`src/rtl/led_pkg.sv`:
```
// rtl/led_pkg.sv - shared types for the LED blink bank
package led_pkg;

   // Per-channel operating mode, encoded as it appears on the mode input bus
   typedef enum logic [1:0] {
      LED_OFF   = 2'd0,
      LED_ON    = 2'd1,
      LED_BLINK = 2'd2,
      LED_PULSE = 2'd3
   } led_mode_t;

   localparam int MODE_W = 2;

endpackage

```
`src/rtl/led_channel.sv`:
```
// rtl/led_channel.sv - one LED channel: off, on, periodic blink or retriggerable pulse
import led_pkg::*;

module led_channel #(
   parameter int CNT_W = 16
) (
   input  logic             sys_clk,
   input  logic             sys_rst,
   input  logic             tick,
   input  led_mode_t        mode,
   input  logic [CNT_W-1:0] period,
   input  logic             trig,
   output logic             led
);

   logic [CNT_W-1:0] cnt;
   logic [CNT_W-1:0] last_cnt;
   logic             terminal;
   logic             led_q;
   led_mode_t        mode_q;

   // A period of zero behaves as one tick; >= lets a shrunken period wrap on the next tick
   always_comb begin
      last_cnt = (period == '0) ? '0 : period - CNT_W'(1);
      terminal = (cnt >= last_cnt);
   end

   // Channel state: a mode change restarts the channel and masks that cycle's tick/trig
   always_ff @(posedge sys_clk or posedge sys_rst) begin
      if (sys_rst) begin
         cnt    <= '0;
         led_q  <= 1'b0;
         mode_q <= LED_OFF;
      end else if (mode != mode_q) begin
         cnt    <= '0;
         led_q  <= (mode == LED_ON);
         mode_q <= mode;
      end else begin
         case (mode_q)
            LED_OFF: begin
               cnt   <= '0;
               led_q <= 1'b0;
            end
            LED_ON: begin
               cnt   <= '0;
               led_q <= 1'b1;
            end
            LED_BLINK: begin
               if (tick) begin
                  if (terminal) begin
                     cnt   <= '0;
                     led_q <= ~led_q;
                  end else begin
                     cnt <= cnt + CNT_W'(1);
                  end
               end
            end
            LED_PULSE: begin
               if (trig) begin
                  cnt   <= '0;
                  led_q <= 1'b1;
               end else if (led_q && tick) begin
                  if (terminal) begin
                     cnt   <= '0;
                     led_q <= 1'b0;
                  end else begin
                     cnt <= cnt + CNT_W'(1);
                  end
               end
            end
            default: begin
               cnt   <= '0;
               led_q <= 1'b0;
            end
         endcase
      end
   end

   assign led = led_q;

endmodule

```
`src/rtl/led_blink_bank.sv`:
```
// rtl/led_blink_bank.sv - shared tick prescaler feeding NCHAN independent LED channels
import led_pkg::*;

module led_blink_bank #(
   parameter int NCHAN    = 4,
   parameter int PRESCALE = 100000,
   parameter int CNT_W    = 16
) (
   input  logic                   sys_clk,
   input  logic                   sys_rst,
   input  logic [2*NCHAN-1:0]     mode,
   input  logic [CNT_W*NCHAN-1:0] period,
   input  logic [NCHAN-1:0]       trig,
   output logic [NCHAN-1:0]       led,
   output logic                   tick
);

   localparam int PCNT_W = (PRESCALE > 2) ? $clog2(PRESCALE) : 1;

   logic [PCNT_W-1:0] pcnt;
   logic              wrap;

   assign wrap = (pcnt == PCNT_W'(PRESCALE - 1));

   // Prescaler: tick is a registered strobe on the edge where pcnt wraps to zero
   always_ff @(posedge sys_clk or posedge sys_rst) begin
      if (sys_rst) begin
         pcnt <= '0;
         tick <= 1'b0;
      end else begin
         tick <= wrap;
         pcnt <= wrap ? '0 : pcnt + PCNT_W'(1);
      end
   end

   for (genvar g = 0; g < NCHAN; g++) begin : g_chan
      led_channel #(
         .CNT_W (CNT_W)
      ) u_channel (
         .sys_clk (sys_clk),
         .sys_rst (sys_rst),
         .tick    (tick),
         .mode    (led_mode_t'(mode[MODE_W*g +: MODE_W])),
         .period  (period[CNT_W*g +: CNT_W]),
         .trig    (trig[g]),
         .led     (led[g])
      );
   end

endmodule

```
`config.mk`:
```
export PLATFORM = sky130hd
export DESIGN_NAME = led_blink_bank
export DESIGN_NICKNAME = d
export VERILOG_FILES = /design/src/rtl/led_pkg.sv /design/src/rtl/led_channel.sv /design/src/rtl/led_blink_bank.sv
export SDC_FILE = /design/constraint.sdc
export NUM_CORES = 1
export LEC_CHECK = 0
export ABC_AREA = 1
export BUFFER_PORTS_ARGS = -buffer_cell sky130_fd_sc_hd__buf_4
export CAP_MARGIN = 20
export CORE_MARGIN = 1.5
export CORE_UTILIZATION = 30
export CTS_CLUSTER_DIAMETER = 120
export CTS_CLUSTER_SIZE = 10
export DETAILED_ROUTE_END_ITERATION = 10
export GPL_ROUTABILITY_DRIVEN = 0
export PLACE_DENSITY = 0.42
export SETUP_SLACK_MARGIN = 0.05
export SLEW_MARGIN = 20
export SYNTH_ARGS = -nofsm -noshare
export SYNTH_HDL_FRONTEND = slang
export SYNTH_SLANG_ARGS = --single-unit
export TNS_END_PERCENT = 30
```
`constraint.sdc`:
```
create_clock -name sys_clk -period 6.5 [get_ports sys_clk]
set_input_delay 0.325 -clock sys_clk [delete_from_list [all_inputs] [get_ports sys_clk]]
set_output_delay 0.325 -clock sys_clk [all_outputs]
set_load 0.1 [all_outputs]
```
Yosys cells after proc, flatten, opt, wreduce, memory -nomap -nowiden
Index checks and enable logic that the tools add are counted.
{"block": "classes", "add_sub_neg": 9, "n_lt_le_gt_ge": 4, "eq_ne": 37, "mux": 57, "bitwise_logic": 4, "n_reduce_logical": 24}
{"op": "2-to-1 mux 16 bit", "n": 24}
{"op": "one-hot mux 16 bit (3 select lines)", "n": 4}
{"op": "adder 16 x 1 -> 16 bit, second input constant", "n": 4}
{"op": "greater-or-equal comparator 16 bit", "n": 4}
{"op": "logical NOT 16 bit", "n": 4}
{"op": "subtractor 16 x 1 -> 16 bit, second input constant", "n": 4}
{"op": "!= test 4 x 2 -> 1 bit, second input constant", "n": 8}
{"op": "2-to-1 mux 1 bit", "n": 24}
{"op": "adder 17 x 1 -> 17 bit, second input constant", "n": 1}
{"op": "== test 17 bit, second input constant", "n": 1}
{"op": "2-to-1 mux 17 bit", "n": 1}
{"op": "== test 2 x 1 -> 1 bit, second input constant", "n": 8}
{"op": "== test 2 bit, second input constant", "n": 8}
{"op": "one-hot mux 1 bit (4 select lines)", "n": 4}
{"op": "AND reduction 4 bit", "n": 4}
{"op": "!= test 3 x 1 -> 1 bit, second input constant", "n": 4}
{"op": "!= test 3 x 2 -> 1 bit, second input constant", "n": 4}
{"op": "logical NOT 2 bit", "n": 4}
{"op": "!= test 2 bit", "n": 4}
{"op": "AND reduction 2 bit", "n": 4}
{"op": "OR reduction 2 bit", "n": 4}
{"op": "logical AND 1 bit", "n": 4}
{"op": "NOT 1 bit", "n": 4}
{"block": "word_totals", "ff_bits": 94, "inputBits": 78, "out_inout_bits": 5}

Longest topological paths before layout
Gate-level depths: netlist (run 1).
{"block": "depth", "word_depth": 8, "ltp_mapped": 20}

By module
Synthesis (run 1) repeated with hierarchy kept, for this count alone.
{"block": "hier_totals", "cells_unflattened": 1336, "area_unflattened_um2": 8868.5}
{"module": "led_channel (g_chan[3].u_channel)", "n_inst": 1, "cells_per_inst": 298, "area_each_um2": 2008.2, "seq_area_each_um2": 475.5}
{"module": "led_channel (g_chan[2].u_channel)", "n_inst": 1, "cells_per_inst": 296, "area_each_um2": 1963.1, "seq_area_each_um2": 475.5}
{"module": "led_channel (g_chan[1].u_channel)", "n_inst": 1, "cells_per_inst": 298, "area_each_um2": 1958.1, "seq_area_each_um2": 475.5}
{"module": "led_channel (g_chan[0].u_channel)", "n_inst": 1, "cells_per_inst": 299, "area_each_um2": 1936.9, "seq_area_each_um2": 475.5}
{"module": "led_blink_bank", "n_inst": 1, "cells_per_inst": 145, "area_each_um2": 1002.2, "seq_area_each_um2": 450.4}

Worst setup path before layout (run 1)
OpenSTA, ideal clock, no wires.
{"block": "synth_timing", "path_type": "input-to-reg", "from": "input port period[5]", "to": "register g_chan[0].u_channel.cnt[10]", "setup_time_ns": 0.072, "arrival_time_ns": 2.413, "required_time_ns": 6.428, "slack_ns": 4.015, "cell_stages": 17, "n_path_buf": 0, "path_cell_list": "or2_2 nand3b_1 nor2_2 nand2_1 inv_1 or2_2 nand3_1 ha_1 nand2_1 nand2_1 nand2_1 a21oi_1 nor2_1 nand3_1 nand2_1 inv_1 nor2_1"}
{"block": "synth_via", "elab_chain_len": 8, "elab_cells_between_ends": 10, "classes_between": "add/sub (1); order compare (1); mux (7); reduce/logical (1)"}
{"element": "from (decl)", "line": "led_blink_bank.sv:12", "text": "input logic [CNT_W*NCHAN-1:0] period,"}
{"element": "subtractor 16 x 1 -> 16 bit or logical NOT 16 bit (tied branches)", "line": "led_channel.sv:24", "text": "last_cnt = (period == '0) ? '0 : period - CNT_W'(1);"}
{"element": "2-to-1 mux 16 bit (*)", "line": "led_channel.sv:24"}
{"element": "greater-or-equal comparator 16 bit (*)", "line": "led_channel.sv:25", "text": "terminal = (cnt >= last_cnt);"}
{"element": "2-to-1 mux 16 bit (*)", "line": "led_channel.sv:50, led_channel.sv:63"}
{"element": "2-to-1 mux 16 bit", "line": "led_channel.sv:62", "text": "end else if (led_q && tick) begin"}
{"element": "2-to-1 mux 16 bit", "line": "led_channel.sv:59", "text": "if (trig) begin"}
{"element": "one-hot mux 16 bit (3 select lines) (*)", "line": "led_channel.sv:39", "text": "case (mode_q)"}
{"element": "2-to-1 mux 16 bit (*)", "line": "led_channel.sv:34", "text": "end else if (mode != mode_q) begin"}
{"element": "to (signal assigned)", "line": "led_channel.sv:54", "text": "cnt <= cnt + CNT_W'(1);"}
{"element": "to (signal assigned)", "line": "led_channel.sv:67", "text": "cnt <= cnt + CNT_W'(1);"}
{"element": "to (decl)", "line": "led_channel.sv:16", "text": "logic [CNT_W-1:0] cnt;"}
Every way passes the cells marked *; elsewhere a longest branch is shown, timed or not. The select of a mux whose other input is x is not followed.
A chain may end at the register's enable or synchronous reset.

Worst setup path after layout (run 1)
{"block": "layout_timing", "from": "input port period[5]", "to": "register g_chan[0].u_channel.cnt[4]"}
Same word-level chain as after synthesis.

==> results.toml, run 1 <==
[yosys]
yosysSeqAreaShare = 0.271
synth-seq-cells = 94
synth_edf_count = 0
synth.most_common_cell = "nand2_1"
syn_nets = 1462
synth_warnings = 0
ys.flop_type = "dfrtp_1"
synth_area_leaders = "dfrtp_1 (27%), nand2_1 (14%), ha_1 (11%)"
netlist_instances = 1307
synth-async-reset-ratio = 1.00
yosysTopAreaCellShare = 0.271
yosysTopAreaCell = "dfrtp_1"
ys_top_cells_by_count = "nand2_1 (321), inv_1 (187), nor2_1 (179), nand3_1 (107), dfrtp_1 (94)"
synth_area_sq_um = 8690
ys_types = 47
avgSynthCellArea_sq_um = 6.65

[worst_setup_path]
critPathLaunch = "period[5]"
regToRegEndpoint = "g_chan[0].u_channel.cnt[4]"
worst-r2r-cell-count = 8
cp-start-kind = "input port"
regToRegStartpoint = "g_chan[0].u_channel.cnt[15]"
ff2ff_setup_slack_ns = 4.34
cp.required_ns = 6.77
path_max_fanout = 10
arrival_ns = 3.13
endpoint = "g_chan[0].u_channel.cnt[4]"
crit_path_end_kind = "flip-flop"
critPathKind = "in -> reg"

[detailed_routing]
post_drt_via_cell_ratio = 4.59
wl_microns = 21800
wire_per_inst_microns = 12.4
drc_errors = 0
drt.antenna.violating_nets = 0
drtIter0Drc = 372
num_vias = 8088
first_pass_iters = 5

[pwr]
p_leak_nw = 4.89
p_sw_w = 0.000418
p_sw_frac = 0.289
power_density_nw_per_um2 = 145
p_comb_frac = 0.176
power_w = 0.00144
peakVddDrop_v = 0.000103
internal-power_w = 0.00103
clock_power_share = 0.407
pwr-share-seq = 0.417

[cts]
clock_latency_ns = 0.35
holdBufCountCts = 0
cts_setup_buffers = 0
cts-root-to-sink-buffers = 2
cts.clk_slew.worst_paths_ns = 0.07
cts_inserted_buffers = 9
cts_resized = 0
root_buffer = "clkbuf_16"
htree_levels = 3
cts_sinks = 94
cts_tree = "yes"

[final_layout]
drive_above_1_share = 0.107
syn_to_final_growth_pct = 14.4
final_net_count = 1530
multi_input_area_sq_um = 5430
stdcell_count = 1764
fillers = 3097
seq_area_sq_um = 2350
post-route-util = 0.347
antennaDiodeCount = 0

[global_routing]
grt_pass1_wl_microns = 38300
grt_pass1_vias = 8002
overflow = 0
antenna_found_initial = 0
grtUsageTotal = 0.152
grt_max_degree = 55

[die]
row_count = 62
core_sq_um = 28600
start_util = 0.303
dieArea_sq_um = 30000
die_w_microns = 173
die_h_microns = 173
ios = 83

[timing]
final_hold_viol_count = 0
post-route-period-util = 0.440
max_clock_freq_mhz = 350
setup_violations = 0
period_needed_ns = 2.86
slew_headroom = 0.479
tightest_slew_ns = 0.780
rsz0062_at_grt = "no"
tns_ns = 0
clock_skew_ns = 0.00847
slew_violations = 0

[hold_path]
hp-class = "in -> async"

[outcome]
status = "finished, final reports clean"

[placement]
numPortBuffers = 82
dp_hpwl_microns = 17500
dp_cells = 1748

[run]
cap_violations = 0
cells by family (layout without fill, tap and decap cells):
family	count (synthesis)	in the layout	synth area share
AOI/OAI and AO/OA	125	125	0.0798
DFF	94	94	0.271
and+or+nand+nor	735	735	0.375
xor gates and xnor gates	58	58	0.0593
buffers and inverters	218	291	0.104
adders and majority gates	77	77	0.111
cell usage in the layout (no fill, tap or decap), drive strengths merged:
cell and instances:
a21boi 2, a21o 3, a21oi 55, a31o 1, a31oi 4, and2 2, buf 83, bufinv 2
clkbuf 10, clkinv 1, clkinvlp 1, dfrtp 94, ha 77, inv 194, nand2 330, nand3 110
nand3b 9, nand4 42, nor2 190, nor3 26, nor3b 1, nor4 7, nor4b 1, o211ai 2
o21a 1, o21ai 42, o21bai 9, o22ai 2, o31ai 4, or2 17, xnor2 10, xor2 48
flip-flops by register name, summed over array words and instances, names as in the netlist:
signal,cells
g_chan.u_channel.led,4
g_chan.u_channel.mode_q,8
tick,1
pcnt,17
g_chan.u_channel.cnt,64
per-layer routing:
layer	track usage	vias up	share of wire
li1	-	4348	-
met1	0.206	3633	0.50
met2	0.256	91	0.46
met3	0.0209	16	0.028
met4	0.0373	0	0.012
met5	0	-	0
power groups by stage:
stage	Clock (W)	Sequential (W)	Combinational, W
after floorplan	0	0.000609	0.000174
after global placement	0	0.000613	0.000259
after detailed placement	0	0.000613	0.000259
after CTS	0.000610	0.000602	0.000260
after global routing	0.000633	0.000603	0.000290
final	0.000588	0.000602	0.000254
how the worst min path moves through the flow:
stage / slack, ns / depth (start not counted) / start / endpoint
CTS: 0.05 / 2 / sys_rst / g_chan[1].u_channel.cnt[15]
global route: 0.07 / 2 / sys_rst / g_chan[1].u_channel.cnt[15]
finish: 0.02 / 2 / sys_rst / g_chan[1].u_channel.cnt[15]
global placement: 0.44 / 2 / sys_rst / g_chan[1].u_channel.cnt[15]
detailed placement: 0.43 / 2 / sys_rst / g_chan[1].u_channel.cnt[15]
floorplan: 0.42 / 1 / mode[0] / g_chan[0].u_channel.mode_q[0]
metrics by stage:
step | hold WS [ns] | area [sq um] | setup WS (ns)
final | 0.0214 | 9940 | 3.64
after global routing | 0.0684 | 9940 | 3.27
after CTS | 0.0494 | 9940 | 3.64
after detailed placement | 0.435 | 9620 | 3.25
after global placement | 0.435 | 9620 | 3.30
after floorplan | 0.423 | 8690 | 3.73
cell type report:
type                       instances  share of cell area
multi-input combinational        995               0.546
sequential                        94               0.237
inverter                         192              0.0735
timing repair buffer              83              0.0627
tap                              384              0.0483
clock buffer                      10              0.0230
clock inverter                     6             0.00944
critical path, stage by stage:
cell and delay, ns:
buf_4 0.11, or2_2 0.33, nor3_1 0.14, nand2_1 0.09
nor2_1 0.20, nand3_2 0.24, nand2_1 0.14, ha_1 0.26
a21oi_1 0.13, o21ai_0 0.12, nor2_1 0.34, nand3_1 0.25
nand2_1 0.16, inv_1 0.17, nor2_1 0.14
Note: power is estimated with default switching activity, not from simulation.
==> run 2: changes to the inputs <==
Settings changed: ABC_AREA 1 to 0, PLACE_DENSITY 0.42 to 0.44.
Clock period 6.5 ns to 2.45 ns, I/O delays scaled along.
==> run 2 against run 1 <==
  * The run now ends with negative setup slack left
  * Register-to-register slack lost 4.2 ns
  * Synthesized cell count shrank 32%
  * Combinational power grew to 3.1 times the previous value
  * Hold slack gained 0.22 ns
  * Sequential share of layout area shrank 1.9 points
  * Clock-buffer cell count grew 3
  * Total power grew to 2.7 times the previous value
  * First-iteration DRC count grew 1.6%
  * Wire length shrank 13%
  * Global-route usage shrank 0.19 points
  * Die area shrank 14%
  * Critical path type unchanged
  * Critical endpoint is now g_chan[1].u_channel.cnt[0]
==> results.toml, run 2 <==
[outcome]
status = "finished with violations"
violations = "negative setup slack"

[yosys]
yosysSeqAreaShare = 0.317
synth_area_leaders = "dfrtp_1 (32%), ha_1 (13%), nand2_1 (6.7%)"
synth-async-reset-ratio = 1.00
netlist_instances = 889
synth_area_sq_um = 7420
ys.flop_type = "dfrtp_1"
syn_nets = 1044
synth-seq-cells = 94
synth.most_common_cell = "nand2_1"
ys_types = 60
synth_edf_count = 0
avgSynthCellArea_sq_um = 8.34
ys_top_cells_by_count = "nand2_1 (133), dfrtp_1 (94), nor2_1 (84), ha_1 (77), xnor2_1 (52)"
yosysTopAreaCell = "dfrtp_1"
yosysTopAreaCellShare = 0.317
synth_warnings = 0

[cts]
cts_sinks = 94
clock_latency_ns = 0.34
cts-root-to-sink-buffers = 2
htree_levels = 3
root_buffer = "clkbuf_16"
cts_tree = "yes"
cts.clk_slew.worst_paths_ns = 0.07
cts_inserted_buffers = 9

[timing]
finalHoldWorstSlack_ns = 0.244
clock_skew_ns = 0.00684
period_needed_ns = 2.91
post-route-period-util = 1.19
tightest_slew_ns = 0.613
rsz0062_at_grt = "yes"
final_hold_viol_count = 0
max_clock_freq_mhz = 344
slew_violations = 0
slew_headroom = 0.591
setup_violations = 66
worst_slack_ns = -0.460

[final_layout]
final_net_count = 1271
final_common_cell = "buf_4"
syn_to_final_growth_pct = 45.8
drive_above_1_share = 0.343
regMostFlops = "g_chan.u_channel.cnt"
largestRegisters = "g_chan.u_channel.cnt (64), pcnt (17), g_chan.u_channel.mode_q (8)"
largest_reg_flops = 64
layout_common_cells = "buf_4 (213), nand2_1 (120), dfrtp_1 (94)"
antennaDiodeCount = 0

[global_routing]
grt_pass1_vias = 6692
antenna_found_initial = 0
grt_max_degree = 48
overflow = 0
grtUsageTotal = 0.151
grt_pass1_wl_microns = 32100

[die]
row_count = 57
ios = 83
start_util = 0.305
dieArea_sq_um = 25700
die_w_microns = 160
core_sq_um = 24300
die_h_microns = 160

[detailed_routing]
drtIter0Drc = 378
post_drt_via_cell_ratio = 4.76
num_vias = 6875
wl_microns = 18900
wire_per_inst_microns = 13.1
drt.antenna.violating_nets = 0
first_pass_iters = 4
drc_errors = 0

[worst_setup_path]
crit_path_end_kind = "flip-flop"
arrival_ns = 3.18
cp.required_ns = 2.72
cp-start-kind = "input port"
path_max_fanout = 7
critPathKind = "in -> reg"

[pwr]
p_leak_nw = 4.82
power_density_nw_per_um2 = 354
peakVddDrop_v = 0.000298
power_w = 0.00383

[placement]
dp_hpwl_microns = 14500
post-place-ws_ns = -0.916
numPortBuffers = 82

[hold_path]
hp-class = "in -> reg"

[run]
cap_violations = 0
[run 2: cell types whose count changed after synthesis, sizes merged, moves of 16 or more]
cell,delta
nand3,-66
nor2,-106
nand4,-16
nor3,+16
xnor2,+42
a21oi,-26
inv,-166
nand2,-196
clkbuf,+17
[run 2: cells by family (layout without fill, tap and decap cells)]
logic type | count (synthesis) | count (layout) | share of synthesized area
buf+inv | 57 | 289 | 0.0337
xor+xnor | 101 | 101 | 0.119
fa+ha+maj | 77 | 77 | 0.130
flops | 94 | 94 | 0.317
mux | 5 | 5 | 0.00742
compound gates | 118 | 118 | 0.102
simple gates | 437 | 437 | 0.290
[run 2: layout make-up]
type                    instances  area [sq um]
clock buffers                  13           260
clock inverters                 3          42.5
fillers                      2354         13500
inverters                      26           103
multi-input cells             738          5620
flip-flops and latches         94          2350
well taps                     324           405
repair buffers                247          2040
[run 2: layer usage]
layer  share of wire  routed length [microns]  vias to the layer above  track usage
met5               0                        0                        -            0
met1            0.49                     9330                     3175        0.206
li1                -                        -                     3597            -
met3           0.025                      473                       12       0.0182
met4           0.011                      213                        0       0.0395
met2            0.47                     8930                       91        0.251
[run 2: per-stage QoR]
| stage | area, sq um | setup TNS (ns) | cells | util |
|---|---|---|---|---|
| 5_1_grt | 10800 | -25.13 | 1445 | 0.445 |
| 6_report | 10800 | -15.58 | 1445 | 0.445 |
| 3_5_place_dp | 9600 | -46.59 | 1402 | 0.395 |
| 4_1_cts | 10500 | -15.97 | 1436 | 0.430 |
| 2_1_floorplan | 7750 | -38.42 | 889 | - |
| 3_3_place_gp | 9600 | -46.07 | 1402 | 0.395 |
[run 2: worst paths after layout]
check	startpoint	slack, ns	to	cells after the start
min	trig[1]	0.24	g_chan[1].u_channel.cnt[1]	5
max	period[28]	-0.46	g_chan[1].u_channel.cnt[0]	15
max reg2reg	g_chan[2].u_channel.cnt[13]	0.13	g_chan[2].u_channel.led	7
min reg2reg	pcnt[0]	0.46	pcnt[0]	1
min in group asynchronous	sys_rst	0.42	g_chan[2].u_channel.mode_q[1]	3
max in group asynchronous	sys_rst	1.32	pcnt[3]	4
[run 2: repair_timing]
| item | in CTS | in global routing |
|---|---|---|
| resized for setup | 88 | 57 |
| hold buffers | 9 | 0 |
| pin swaps | 37 | 32 |
| hold endpoints to repair | 52 | 0 |
| endpoints found under the setup margin | 68 | 68 |
| buffers inserted | 7 | 8 |
| cloned | 2 | 2 |
[run 2: critical path, stage by stage]
cell	delay, ns
buf_6	0.09
or3_4	0.37
or2_1	0.23
or3_4	0.34
or4_4	0.47
buf_8	0.17
nand2_4	0.06
ha_4	0.20
nand4_1	0.17
o21ai_1	0.08
a31oi_1	0.15
nand4_1	0.15
buf_4	0.18
or3_1	0.33
o21ai_1	0.07
[run 2: report_power, final]
group	internal (W)	leakage (nW)	switching [W]
sequential	0.00157	1.27	0.0000188
combinational	0.000401	3.40	0.000399
clock	0.000847	0.146	0.000593
total	0.00282	4.82	0.00101
==> run 3: changes to the inputs <==
Settings changed: CORE_UTILIZATION 30 to 54, PLACE_DENSITY 0.44 to 0.73.
==> run 3 against run 2 <==
  * The flow still finishes with violations (negative setup slack)
  * Total power is 0.35% lower
  * Critical path depth is 1 lower
  * Clock-buffer cell count is 2 lower
  * Wire length is 2.3% lower
  * First-iteration DRC count is 16% lower
  * Hold slack worse by 0.0042 ns
  * Final area is 3.1% lower
  * Fmax is 3.5% lower
  * Largest power group unchanged
  * Highest routed layer unchanged
==> results.toml, run 3 (synthesized netlist as in run 2, its figures left out) <==
[final_layout]
drive_above_1_share = 0.329
stdcell_count = 1277
final_common_cell = "buf_4"
regMostFlops = "g_chan.u_channel.cnt"
layout_common_cells = "buf_4 (199), nand2_1 (119), dfrtp_1 (94)"
final_net_count = 1251
antennaDiodeCount = 0
largestRegisters = "g_chan.u_channel.cnt (64), pcnt (17), g_chan.u_channel.mode_q (8)"
post-route-util = 0.785
largest_reg_flops = 64
syn_to_final_growth_pct = 41.3

[die]
dieArea_sq_um = 14400
ios = 83
die_h_microns = 120
row_count = 42
start_util = 0.556
core_sq_um = 13300
die_w_microns = 120

[worst_setup_path]
cp-start-kind = "input port"
cp.required_ns = 2.69
arrival_ns = 3.25
critPathKind = "in -> reg"
path_max_fanout = 5
crit_path_end_kind = "flip-flop"

[global_routing]
overflow = 0
grt_pass1_vias = 6772
grt_pass1_wl_microns = 29800
grt_max_degree = 53
grtUsageTotal = 0.249
antenna_found_initial = 0

[detailed_routing]
post_drt_via_cell_ratio = 5.57
num_vias = 7110
drc_errors = 0
first_pass_iters = 5
wl_microns = 18500
drtIter0Drc = 318
drt.antenna.violating_nets = 0
wire_per_inst_microns = 14.5

[timing]
max_clock_freq_mhz = 332
final_hold_viol_count = 0
slew_headroom = 0.317
period_needed_ns = 3.01
rsz0062_at_grt = "yes"
worst_slack_ns = -0.564
clock_skew_ns = 0.0101
tightest_slew_ns = 1.02
slew_violations = 0
setup_violations = 64
post-route-period-util = 1.23

[outcome]
violations = "negative setup slack"
status = "finished with violations"

[pwr]
power_w = 0.00381
p_leak_nw = 4.73
power_density_nw_per_um2 = 364
peakVddDrop_v = 0.000427

[placement]
dp_hpwl_microns = 13000
dp_cells = 1240
numPortBuffers = 82
post-place-ws_ns = -0.867

[cts]
cts_inserted_buffers = 9
cts_tree = "yes"
root_buffer = "clkbuf_16"
htree_levels = 3
clock_latency_ns = 0.35
cts.clk_slew.worst_paths_ns = 0.07
cts_sinks = 94
cts-root-to-sink-buffers = 2

[run]
cap_violations = 0

[hold_path]
hp-class = "in -> reg"
## run 3: cell types whose count changed in the layout (fill, tap and decap cells not counted), sizes merged
cell    before  now
buf        236  218
clkbuf      15   11
inv         26   28
## run 3: through the flow
step           cell area [sq um]  TNS [ns]  hold WS (ns)
2_1_floorplan               7750    -38.42         0.220
3_3_place_gp                9320    -40.98         0.222
3_5_place_dp                9320    -45.72         0.222
4_1_cts                    10100    -15.31         0.238
5_1_grt                    10500    -27.99         0.290
6_report                   10500    -19.75         0.240
## run 3: report_power, final
group	internal [W]	switching, W
Sequential	0.00157	0.0000189
Clock	0.000828	0.000613
Combinational	0.000384	0.000401
Total	0.00278	0.00103
## run 3: worst paths after layout
check                                       startpoint  cells after the start                             to  slack (ns)
setup / recovery                            period[27]                     14        g_chan[1].u_channel.led       -0.56
hold / removal                                 trig[2]                      6        g_chan[2].u_channel.led        0.24
setup reg to reg           g_chan[2].u_channel.cnt[12]                      7        g_chan[2].u_channel.led       -0.03
hold reg to reg                                pcnt[0]                      1                        pcnt[0]        0.45
max in group asynchronous                      sys_rst                      4    g_chan[3].u_channel.cnt[15]        1.38
min in group asynchronous                      sys_rst                      3  g_chan[2].u_channel.mode_q[0]        0.40
## run 3: cell type report
cell class | count | area, sq um
flip-flops and latches | 94 | 2350
clock buffers | 11 | 243
repair buffers | 227 | 1840
inverters | 26 | 100
fillers | 931 | 2870
clock inverters | 5 | 63.8
well taps | 176 | 220
multi-input cells | 738 | 5670
## run 3: routing by layer
layer,GRT usage,vias up,share of wire
met1,0.321,3385,0.44
met5,0,-,0
met2,0.436,148,0.50
li1,-,3547,-
met3,0.0425,30,0.037
met4,0.0565,0,0.017
## run 3: critical path, stage by stage
cell       delay [ns]
buf_4            0.11
or3_4            0.36
or2_1            0.23
or3_4            0.34
or4_4            0.53
buf_6            0.17
nand2_4          0.06
ha_4             0.13
nand4_1          0.20
nor3_2           0.20
o2111ai_1        0.16
nand4_1          0.14
and2_4           0.18
mux2_2           0.32
## run 3: what timing repair did
action                                  in CTS  in global routing
hold buffers                                 9                  0
hold endpoints to repair                    50                  0
gates resized for setup                     78                 68
endpoints found under the setup margin      68                 68
pin swaps                                   35                 25
cloned                                       1                  1
buffers inserted                             4                  8
